**config.mk**
```make
export PLATFORM = sky130hd
export DESIGN_NAME = fetch_queue
export DESIGN_NICKNAME = d
export VERILOG_FILES = /design/src/rtl/fetch_queue_pkg.sv /design/src/rtl/fetch_queue_ram.sv /design/src/rtl/fetch_queue.sv
export SDC_FILE = /design/constraint.sdc
export NUM_CORES = 1
export LEC_CHECK = 0
export CORE_ASPECT_RATIO = 1.4
export CORE_MARGIN = 2
export CORE_UTILIZATION = 40
export DETAILED_ROUTE_END_ITERATION = 7
export SLEW_MARGIN = 30
export SYNTH_ARGS = -nofsm -noshare
export SYNTH_HDL_FRONTEND = slang
export SYNTH_SLANG_ARGS = --single-unit
```
**constraint.sdc**
```tcl
create_clock -name clk_i -period 9.3 [get_ports clk_i]
set_clock_uncertainty 0.1 [all_clocks]
set_input_delay 1.395 -clock clk_i [delete_from_list [all_inputs] [get_ports clk_i]]
set_output_delay 1.395 -clock clk_i [all_outputs]
set_load 0.02 [all_outputs]
```
**src/rtl/fetch_queue_pkg.sv**
```systemverilog
// Shared constants and types for the IF->ID fetch queue.
//   INSN_LEN / ADDR_LEN : instruction and PC widths used across the core
//   FQ_DEPTH            : default number of queue entries
//   fq_cnt_op_e         : occupancy update selector used by fetch_queue
package fetch_queue_pkg;

  localparam int INSN_LEN = 32;
  localparam int ADDR_LEN = 32;
  localparam int FQ_DEPTH = 4;

  typedef enum logic [1:0] {
    FQ_HOLD = 2'd0,
    FQ_INC  = 2'd1,
    FQ_DEC  = 2'd2
  } fq_cnt_op_e;

endpackage

```
**src/rtl/fetch_queue_ram.sv**
```systemverilog
// Storage array for the fetch queue: DEPTH x WIDTH registers with one
// synchronous write port and one asynchronous (combinational) read port.
// Every entry is asynchronously cleared by reset_i.
//   clk_i    in  clock
//   reset_i  in  asynchronous active-high reset
//   we_i     in  write enable
//   waddr_i  in  write address
//   wdata_i  in  write data
//   raddr_i  in  read address
//   rdata_o  out read data at raddr_i (combinational)
module fetch_queue_ram #(
  parameter int DEPTH = 4,
  parameter int WIDTH = 64,
  parameter int AW    = $clog2(DEPTH)
) (
  input  logic             clk_i,
  input  logic             reset_i,
  input  logic             we_i,
  input  logic [AW-1:0]    waddr_i,
  input  logic [WIDTH-1:0] wdata_i,
  input  logic [AW-1:0]    raddr_i,
  output logic [WIDTH-1:0] rdata_o
);

  logic [WIDTH-1:0] mem [DEPTH];

  always_ff @(posedge clk_i or posedge reset_i) begin
    if (reset_i) begin
      for (int i = 0; i < DEPTH; i++) begin
        mem[i] <= '0;
      end
    end else if (we_i) begin
      mem[waddr_i] <= wdata_i;
    end
  end

  assign rdata_o = mem[raddr_i];

endmodule

```
**src/rtl/fetch_queue.sv**
```systemverilog
// Decoupling FIFO between instruction fetch and decode. Buffers up to DEPTH
// {pc, inst} pairs and presents the oldest to decode over valid/ready.
// Back-pressures fetch when full; kill_i discards all entries in one cycle.
//   clk_i        in  clock
//   reset_i      in  asynchronous active-high reset
//   kill_i       in  synchronous flush (mispredict), beats push and pop
//   push_valid_i in  fetch presents an entry
//   push_pc_i    in  PC of the pushed entry
//   push_inst_i  in  instruction word of the pushed entry
//   push_ready_o out queue not full
//   stall_if_o   out queue full, stalls fetch
//   pop_valid_o  out queue not empty
//   pop_pc_o     out head PC (0 when empty)
//   pop_inst_o   out head instruction (0 when empty)
//   pop_ready_i  in  decode consumes the head
//   count_o      out occupancy 0..DEPTH
module fetch_queue
  import fetch_queue_pkg::*;
#(
  parameter int DEPTH  = FQ_DEPTH,
  parameter int ADDR_W = ADDR_LEN,
  parameter int INSN_W = INSN_LEN
) (
  input  logic                       clk_i,
  input  logic                       reset_i,
  input  logic                       kill_i,
  input  logic                       push_valid_i,
  input  logic [ADDR_W-1:0]          push_pc_i,
  input  logic [INSN_W-1:0]          push_inst_i,
  output logic                       push_ready_o,
  output logic                       stall_if_o,
  output logic                       pop_valid_o,
  output logic [ADDR_W-1:0]          pop_pc_o,
  output logic [INSN_W-1:0]          pop_inst_o,
  input  logic                       pop_ready_i,
  output logic [$clog2(DEPTH):0]     count_o
);

  localparam int PTR_W = $clog2(DEPTH);
  localparam int CNT_W = PTR_W + 1;
  localparam int ENT_W = ADDR_W + INSN_W;

  logic [PTR_W-1:0] rd_ptr, wr_ptr;
  logic [CNT_W-1:0] count;
  logic             full, empty;
  logic             push_fire, pop_fire;
  logic [ENT_W-1:0] head_entry;
  fq_cnt_op_e       cnt_op;

  // Full/empty come from registered count only, so pop_ready_i never
  // reaches push_ready_o combinationally.
  assign full  = (count == CNT_W'(DEPTH));
  assign empty = (count == '0);

  assign push_fire = push_valid_i & ~full;
  assign pop_fire  = pop_ready_i & ~empty;

  always_comb begin
    cnt_op = FQ_HOLD;
    if (push_fire && !pop_fire) begin
      cnt_op = FQ_INC;
    end else if (pop_fire && !push_fire) begin
      cnt_op = FQ_DEC;
    end
  end

  always_ff @(posedge clk_i or posedge reset_i) begin
    if (reset_i) begin
      rd_ptr <= '0;
      wr_ptr <= '0;
      count  <= '0;
    end else if (kill_i) begin
      rd_ptr <= '0;
      wr_ptr <= '0;
      count  <= '0;
    end else begin
      if (push_fire) begin
        wr_ptr <= wr_ptr + PTR_W'(1);
      end
      if (pop_fire) begin
        rd_ptr <= rd_ptr + PTR_W'(1);
      end
      case (cnt_op)
        FQ_INC:  count <= count + CNT_W'(1);
        FQ_DEC:  count <= count - CNT_W'(1);
        default: count <= count;
      endcase
    end
  end

  // A killed push must not land in storage either; the slot would be
  // harmless after the pointer reset, but keeping it out is cleaner.
  fetch_queue_ram #(
    .DEPTH (DEPTH),
    .WIDTH (ENT_W),
    .AW    (PTR_W)
  ) u_ram (
    .clk_i   (clk_i),
    .reset_i (reset_i),
    .we_i    (push_fire & ~kill_i),
    .waddr_i (wr_ptr),
    .wdata_i ({push_pc_i, push_inst_i}),
    .raddr_i (rd_ptr),
    .rdata_o (head_entry)
  );

  assign push_ready_o = ~full;
  assign stall_if_o   = full;
  assign pop_valid_o  = ~empty;
  assign pop_pc_o     = empty ? '0 : head_entry[ENT_W-1:INSN_W];
  assign pop_inst_o   = empty ? '0 : head_entry[INSN_W-1:0];
  assign count_o      = count;

endmodule

```
==> results of run 1 <==
## worst reg2reg max path, cell delays in order, from the launching register on
cell and delay (ns):
dfrtp_1 0.56, or3b_1 0.29, and4b_4 0.58, buf_4 0.71, mux2_2 0.46
## stage by stage
stage                     utilization  power [mW]  area, µm²  hold WS, ns  cells
final                           0.490        4.13      14600        0.398   1279
after global routing            0.490        4.36      14600        0.408   1279
after CTS                       0.490        4.20      14600        0.401   1279
after detailed placement        0.458        3.01      13700        0.387   1230
after global placement          0.457        2.97      13600        0.382   1230
after floorplan                     -        2.60      12100        0.374    752
## cell families (layout without fill, tap and decap cells)
kind of cell	after synthesis	in the layout	share of synthesized area
AOI/OAI and AO/OA	10	10	0.00528
xor gates and xnor gates	4	4	0.00290
adders and majority gates	5	5	0.00580
buffers and inverters	54	196	0.0335
muxes	320	320	0.360
DFF	263	263	0.545
and+or+nand+nor	96	96	0.0480
## where the power goes
group	internal (mW)	switching [mW]	leakage (nW)	total, mW
Combinational	0.734	0.449	2.42	1.18
Sequential	1.57	0.217	3.29	1.79
Clock	0.711	0.452	0.466	1.16
Total	3.01	1.12	6.18	4.13
## per-layer routing
layer  vias to the layer above  wire length (µm)  part of all wire  GRT usage
li1                       2988                 -                 -          -
met1                      3617             11200              0.43      0.222
met2                       116             13400              0.51      0.287
met3                        22              1180             0.045     0.0291
met4                         0               369             0.014     0.0413
met5                         -                 0                 0          0
## registers in the layout (all words and copies together), names as in the netlist
register   cells
count_o        3
u_ram.mem    256
wr_ptr         2
rd_ptr         2
## cells in the final DEF, fill, tap and decap left out, types with 3 or more instances in the layout
master           synthesis  routed
nand2_1                  6       6
mux2_4                   6       6
dfrtp_1                263     261
mux4_2                  64      64
nand2_8                  0       3
bufinv_16                0       5
nor2_1                   8       8
clkbuf_8                 0       5
o21ai_0                  3       3
mux2_2                 250     250
inv_1                    4       3
ha_1                     4       4
buf_4                    1       3
and2_1                  64      64
clkinv_2                 0       5
clkbuf_16                0      27
clkinvlp_4               0       4
clkdlybuf4s50_1          0     138
nand3_1                  5       5
## worst min-delay path by stage
stage | from | to | slack [ns] | depth (start not counted)
floorplan | u_ram.mem[137] | u_ram.mem[137] | 0.37 | 1
global placement | u_ram.mem[10] | u_ram.mem[10] | 0.38 | 1
detailed placement | u_ram.mem[137] | u_ram.mem[137] | 0.39 | 1
CTS | u_ram.mem[139] | u_ram.mem[139] | 0.40 | 1
global route | u_ram.mem[155] | u_ram.mem[155] | 0.41 | 1
finish | u_ram.mem[137] | u_ram.mem[137] | 0.40 | 1
## cell type report
cell class                      count  area (µm²)
Fill cell                        2600       15200
Sequential cell                   263        6590
Multi-Input combinational cell    435        5140
Timing Repair Buffer              143        1430
Clock buffer                       34         752
Tap cell                          385         482
Clock inverter                     15         214
Inverter                            4        22.5
==> flow_metrics.env, run 1 <==
export IMPL_grtUsageTotal=0.168
export IMPL_clockBufferDepth=3
export IMPL_syn_num_nets=826
export IMPL_crit_slowest_cell="dfrtp_4"
export IMPL_hp_class="reg -> reg"
export IMPL_grt_pass1_vias=7256
export IMPL_netlist_area_mm2=0.0121
export IMPL_power_density_mw_per_mm2=282
export IMPL_setup_viol=0
export IMPL_post_route_worst_setup_slack_ns=4.36
export IMPL_async_flop_share=1.00
export IMPL_drt_total_wl_um=26100
export IMPL_cts_hold_buf=0
export IMPL_startpoint_type="flop"
export IMPL_cp_num_cells=4
export IMPL_ys_ff_latch=263
export IMPL_diodes=0
export IMPL_tightest_slew_ns=0.798
export IMPL_yosys_warnings=0
export IMPL_grt_start_max_net_pins=105
export IMPL_cp_slowest_stage_delay_ns=0.89
export IMPL_wire_per_inst_um=20.4
export IMPL_antenna_found_initial=0
export IMPL_cp_max_fo=35
export IMPL_ys_flop_type="dfrtp_1"
export IMPL_die_h_um=210
export IMPL_synthCells=752
export IMPL_endpoint="pop_pc_o[17]"
export IMPL_cts_setup_buffers=0
export IMPL_die_x_um=151
export IMPL_clkLatencyLatePin_ns=0.54
export IMPL_viasPerCell=5.27
export IMPL_path_class="reg -> out"
export IMPL_crit_arrival_ns=3.45
export IMPL_htree_levels=1
export IMPL_cts_root_buffer="clkbuf_16"
export IMPL_hold_viol_final=0
export IMPL_yosys_top_cells_area="dfrtp_1, mux2_2, mux4_2"
export IMPL_post_route_min_period_ns=4.94
export IMPL_grt_overflow=0
export IMPL_status="completed"
export IMPL_ant_nets=0
export IMPL_dp_hpwl_um=14700
export IMPL_io_buffers=138
export IMPL_start_util=0.405
export IMPL_synth_common_cells="dfrtp_1, mux2_2, and2_1, mux4_2, buf_6"
export IMPL_ys_types=35
export IMPL_crit_chain="buf_4 -> mux4_2 -> and2_1 -> clkdlybuf4s50_1"
export IMPL_place_ws_ns=4.83
export IMPL_coreArea_mm2=0.0298
export IMPL_synth_top_area_cell="dfrtp_1"
export IMPL_r2r_end="u_ram.mem[124]"
export IMPL_drc=0
export IMPL_syn_avg_cell_area_um2=16.1
export IMPL_worstRegToRegCells=4
export IMPL_r2r_start="count_o[1]"
export IMPL_r2r_slack_ns=6.49
export IMPL_max_vdd_ir_drop_uv=172
export IMPL_path_buf_inv=2
export IMPL_power_leakage_nw=6.18
export IMPL_dieArea_mm2=0.0316
export IMPL_yosysMostFrequentCell="dfrtp_1"
export IMPL_vias=6743
export IMPL_clkSlewWorstSetupHoldPaths_ns=0.06
export IMPL_fin_nets=948
export IMPL_fmaxAchievable_mhz=202
export IMPL_fin_crit_sh=0.531
export IMPL_relSlewSlack=0.468
export IMPL_row_count=75
export IMPL_worst_setup_path_end_kind="output pin"
export IMPL_grt_pass1_wl_um=41300
export IMPL_area_growth_pct=21.1
export IMPL_clock_sinks=263
export IMPL_first_pass_iters=4
export IMPL_setup_tns_ns=0
export IMPL_drive_above_1_share=0.427
export IMPL_synth_edff_count=0
export IMPL_yosysSeqAreaShare=0.545
export IMPL_synth_top_area_frac=0.545
export IMPL_required_ns=7.81
export IMPL_cts_resized=0
export IMPL_cts_made_buffers=27
export IMPL_drt_iter0_drc=221
export IMPL_crit_path_start="rd_ptr[1]"
export IMPL_gp_congestion=0.680
export IMPL_rsz0062_at_grt="false"
export IMPL_drv_slew=0
export IMPL_ioPinCount=139
export IMPL_maxCapViolations=0
export IMPL_crit_family="buffers and inverters"
export IMPL_cts_tree="built"
Power figures use the tool's default switching activity.
==> inputs of run 2 (changes only) <==
==> constraint.sdc (replaced) <==
create_clock -name clk_i -period 4.5 [get_ports clk_i]
set_clock_uncertainty 0.1 [all_clocks]
set_input_delay 0.675 -clock clk_i [delete_from_list [all_inputs] [get_ports clk_i]]
set_output_delay 0.675 -clock clk_i [all_outputs]
set_load 0.02 [all_outputs]
==> run 2 against run 1 <==
Routed wire length decreased by 0.97%. Largest cell class unchanged. Sequential share of layout area decreased by 0.18 points. Core utilization increased by 0.19 points. Die area unchanged. Critical path depth unchanged. Highest routed layer is now met5. Combinational power increased by 110%. Hold slack got worse by 0.00078 ns. Worst setup slack got worse by 3.5 ns.
==> flow_metrics.env, run 2 (synthesized netlist as in run 1, its figures left out) <==
export IMPL_status="completed"
export IMPL_totalPowerFinal_mw=8.37
export IMPL_maxCapViolations=0
export IMPL_ioPinCount=139
export IMPL_largest_reg_flops=256
export IMPL_power_leakage_nw=6.23
export IMPL_fin_crit_sh=0.804
export IMPL_drc=0
export IMPL_fin_nets=962
export IMPL_drt_total_wl_um=25900
export IMPL_die_h_um=210
export IMPL_drv_slew=0
export IMPL_required_ns=3.72
export IMPL_setup_viol=0
export IMPL_coreArea_mm2=0.0298
export IMPL_utilization=0.492
export IMPL_diodes=0
export IMPL_ff_latch_area_mm2=0.00659
export IMPL_die_x_um=151
export IMPL_post_route_worst_setup_slack_ns=0.884
export IMPL_dp_cells=1244
export IMPL_r2r_end="u_ram.mem[33]"
export IMPL_hp_class="in -> async"
export IMPL_layout_common_cells="dfrtp_1, mux2_2, clkdlybuf4s50_1, mux4_2, and2_1"
export IMPL_dp_hpwl_um=16300
export IMPL_endpoint="pop_inst_o[31]"
export IMPL_path_class="reg -> out"
export IMPL_clkSlewWorstSetupHoldPaths_ns=0.06
export IMPL_wl_met1_um=11400
export IMPL_first_pass_iters=4
export IMPL_cts_root_buffer="clkbuf_16"
export IMPL_clockBufferDepth=3
export IMPL_crit_arrival_ns=2.84
export IMPL_start_util=0.405
export IMPL_gp_congestion=0.728
export IMPL_worstRegToRegCells=7
export IMPL_placed_area_mm2=0.0138
export IMPL_cp_max_fo=27
export IMPL_grt_overflow=0
export IMPL_design_area_mm2=0.0147
export IMPL_hold_viol_final=0
export IMPL_io_buffers=138
export IMPL_route_met2_wl_um=13100
export IMPL_place_ws_ns=1.07
export IMPL_layout_commonest_cell="dfrtp_1"
export IMPL_clkLatencyLatePin_ns=0.52
export IMPL_grt_pass1_wl_um=41700
export IMPL_antenna_found_initial=1
export IMPL_area_growth_pct=21.6
export IMPL_row_count=75
export IMPL_grt_pass1_vias=7347
export IMPL_startpoint_type="flop"
export IMPL_post_route_min_period_ns=3.62
export IMPL_viasPerCell=5.25
export IMPL_cts_hold_buf=0
export IMPL_fillers=2609
export IMPL_rsz0062_at_grt="false"
export IMPL_max_vdd_ir_drop_uv=338
export IMPL_largest_register="u_ram.mem"
export IMPL_top_layer="met5"
export IMPL_cts_tree="built"
export IMPL_worst_setup_path_end_kind="output pin"
export IMPL_power_density_mw_per_mm2=570
export IMPL_cts_resized=0
export IMPL_holdWs_ns=0.397
export IMPL_htree_levels=1
export IMPL_fmaxAchievable_mhz=277
export IMPL_crit_path_start="rd_ptr[1]"
export IMPL_wl_met3_um=1050
export IMPL_cts_setup_buffers=0
export IMPL_tightest_slew_ns=0.689
export IMPL_wire_per_inst_um=20.1
export IMPL_drt_iter0_drc=239
export IMPL_r2r_slack_ns=1.66
export IMPL_relSlewSlack=0.541
export IMPL_grt_start_max_net_pins=73
export IMPL_final_cells=1289
export IMPL_vias=6769
export IMPL_dieArea_mm2=0.0316
export IMPL_cts_made_buffers=27
export IMPL_multi_input_area_mm2=0.00512
export IMPL_ant_nets=0
export IMPL_drive_above_1_share=0.429
export IMPL_grtUsageTotal=0.168
export IMPL_clock_sinks=263
export IMPL_r2r_start="count_o[0]"
export IMPL_setup_tns_ns=0
## run 2: how the worst min path moves through the flow
| stage | startpoint | endpoint | cells past startpoint |
|---|---|---|---|
| after floorplan | u_ram.mem[137] | u_ram.mem[137] | 1 |
| after global placement | u_ram.mem[168] | u_ram.mem[168] | 1 |
| after detailed placement | u_ram.mem[169] | u_ram.mem[169] | 1 |
| after CTS | reset_i | u_ram.mem[231] | 2 |
| after global routing | u_ram.mem[185] | u_ram.mem[185] | 1 |
| final | reset_i | u_ram.mem[101] | 2 |
## run 2: worst max-delay path: stages (launching register included)
cell and delay, ns:
dfrtp_4 0.72, buf_12 0.31, mux4_2 0.52, and2_1 0.20
clkdlybuf4s50_1 0.54
## run 2: final cells by class
| type | count | share of cell area |
|---|---|---|
| Clock inverter | 5 | 0.00511 |
| Sequential cell | 263 | 0.449 |
| Clock buffer | 40 | 0.0541 |
| Multi-Input combinational cell | 435 | 0.348 |
| Timing Repair Buffer | 157 | 0.110 |
| Tap cell | 385 | 0.0328 |
| Inverter | 4 | 0.00128 |
## run 2: metal layers
layer / vias to the layer above / track usage
met1: 3621 / 0.231
li1: 3002 / -
met4: 2 / 0.0300
met5: - / 0
met3: 31 / 0.0259
met2: 113 / 0.288
## run 2: where the power goes
part	internal [mW]	total, mW	switching (mW)
Clock	1.32	2.21	0.887
Combinational	1.54	2.46	0.928
Sequential	3.24	3.70	0.458
Total	6.10	8.37	2.27
==> inputs of run 3 (changes only) <==
==> constraint.sdc (replaced) <==
create_clock -name clk_i -period 3 [get_ports clk_i]
set_clock_uncertainty 0.1 [all_clocks]
set_input_delay 0.45 -clock clk_i [delete_from_list [all_inputs] [get_ports clk_i]]
set_output_delay 0.45 -clock clk_i [all_outputs]
set_load 0.02 [all_outputs]
==> run 3 against run 2 <==
Critical path depth is 2 higher. Combinational power grew 50%. Clock power increased by 63%. Sequential share of layout area decreased by 0.98 points. Core utilization up 1.1 points. Highest routed layer is now met4. Critical path type unchanged.
==> flow_metrics.env, run 3 (synthesized netlist as in run 1, its figures left out) <==
export IMPL_worst_setup_path_end_kind="output pin"
export IMPL_place_ws_ns=0.357
export IMPL_power_density_mw_per_mm2=854
export IMPL_tightest_slew_ns=0.614
export IMPL_start_util=0.405
export IMPL_wire_per_inst_um=20.2
export IMPL_maxCapViolations=0
export IMPL_status="completed"
export IMPL_gp_congestion=0.720
export IMPL_dp_cells=1253
export IMPL_die_h_um=210
export IMPL_dp_hpwl_um=16300
export IMPL_drt_iter0_drc=171
export IMPL_largest_reg_flops=256
export IMPL_cts_root_buffer="clkbuf_16"
export IMPL_vias=6916
export IMPL_drt_total_wl_um=26500
export IMPL_crit_arrival_ns=2.30
export IMPL_dieArea_mm2=0.0316
export IMPL_layout_commonest_cell="dfrtp_1"
export IMPL_first_pass_iters=4
export IMPL_grt_overflow=0
export IMPL_post_route_worst_setup_slack_ns=0.151
export IMPL_cp_max_fo=16
export IMPL_r2r_start="count_o[1]"
export IMPL_row_count=75
export IMPL_design_area_mm2=0.0150
export IMPL_ioPinCount=139
export IMPL_die_x_um=151
export IMPL_drv_slew=0
export IMPL_grt_start_max_net_pins=108
export IMPL_startpoint_type="flop"
export IMPL_path_class="reg -> out"
export IMPL_r2r_end="count_o[2]"
export IMPL_final_cells=1311
export IMPL_cts_made_buffers=27
export IMPL_viasPerCell=5.28
export IMPL_htree_levels=1
export IMPL_post_route_min_period_ns=2.85
export IMPL_required_ns=2.45
export IMPL_ant_nets=0
export IMPL_grtUsageTotal=0.173
export IMPL_setup_viol=0
export IMPL_coreArea_mm2=0.0298
export IMPL_rsz0062_at_grt="false"
export IMPL_placed_area_mm2=0.0140
export IMPL_grt_pass1_vias=7372
export IMPL_fillers=2597
export IMPL_diodes=0
export IMPL_drc=0
export IMPL_fin_crit_sh=0.950
export IMPL_drive_above_1_share=0.450
export IMPL_grt_pass1_wl_um=42600
export IMPL_setup_tns_ns=0
export IMPL_clkLatencyLatePin_ns=0.52
export IMPL_r2r_slack_ns=0.53
export IMPL_clock_sinks=263
export IMPL_power_leakage_nw=6.71
export IMPL_worstRegToRegCells=7
export IMPL_area_growth_pct=24.4
export IMPL_largest_register="u_ram.mem"
export IMPL_cts_tree="built"
export IMPL_fmaxAchievable_mhz=351
export IMPL_hp_class="in -> async"
export IMPL_hold_viol_final=0
export IMPL_max_vdd_ir_drop_uv=513
export IMPL_fin_nets=981
export IMPL_clockBufferDepth=3
export IMPL_io_buffers=138
export IMPL_crit_path_start="rd_ptr[1]"
export IMPL_layout_common_cells="dfrtp_1, mux2_2, clkdlybuf4s50_1, mux4_2, and2_1"
export IMPL_clkSlewWorstSetupHoldPaths_ns=0.06
export IMPL_antenna_found_initial=0
export IMPL_relSlewSlack=0.591
==> run 3: critical path, stage by stage (launching register included) <==
cell           delay, ns
dfrtp_4             0.49
buf_12              0.15
buf_12              0.16
buf_4               0.16
mux4_2              0.27
and2_1              0.20
dlygate4sd2_1       0.33
==> run 3: through the flow <==
step | hold WS, ns | total power, mW | util
2_1_floorplan | 0.374 | 8.05 | -
3_3_place_gp | 0.381 | 9.31 | 0.469
3_5_place_dp | 0.388 | 9.43 | 0.469
4_1_cts | 0.238 | 13.0 | 0.503
5_1_grt | 0.267 | 13.6 | 0.503
6_report | 0.246 | 12.8 | 0.503
==> run 3: metal layers <==
metal  share of wire  GRT usage
met1            0.44      0.234
met2            0.50      0.291
met3           0.045     0.0302
met4           0.017     0.0422
met5               0          0
==> run 3: worst max-delay path by stage <==
stage                                 to
after global placement    pop_inst_o[14]
after global routing          stall_if_o
after floorplan               count_o[0]
final                      pop_inst_o[0]
after CTS                   pop_pc_o[25]
after detailed placement    pop_pc_o[25]
==> run 3: area by class of cell <==
type / instances / area [µm²] / area share
Sequential cell: 263 / 6590 / 0.439
Clock inverter: 13 / 193 / 0.0128
Multi-Input combinational cell: 435 / 5110 / 0.340
Tap cell: 385 / 482 / 0.0321
Timing Repair Buffer: 176 / 1850 / 0.123
Clock buffer: 35 / 776 / 0.0516
Inverter: 4 / 18.8 / 0.00125
==> run 3: repair_timing <==
item                       CTS  global route
buffers inserted             8             1
cloned                       1             0
hold buffers                 0             0
setup endpoints to repair   64             6
gates resized for setup     66             1
==> run 3: power by group <==
| group | internal, mW | switching, mW |
|---|---|---|
| clock | 2.24 | 1.37 |
| combinational | 2.23 | 1.47 |
| sequential | 4.86 | 0.645 |
| total | 9.34 | 3.49 |
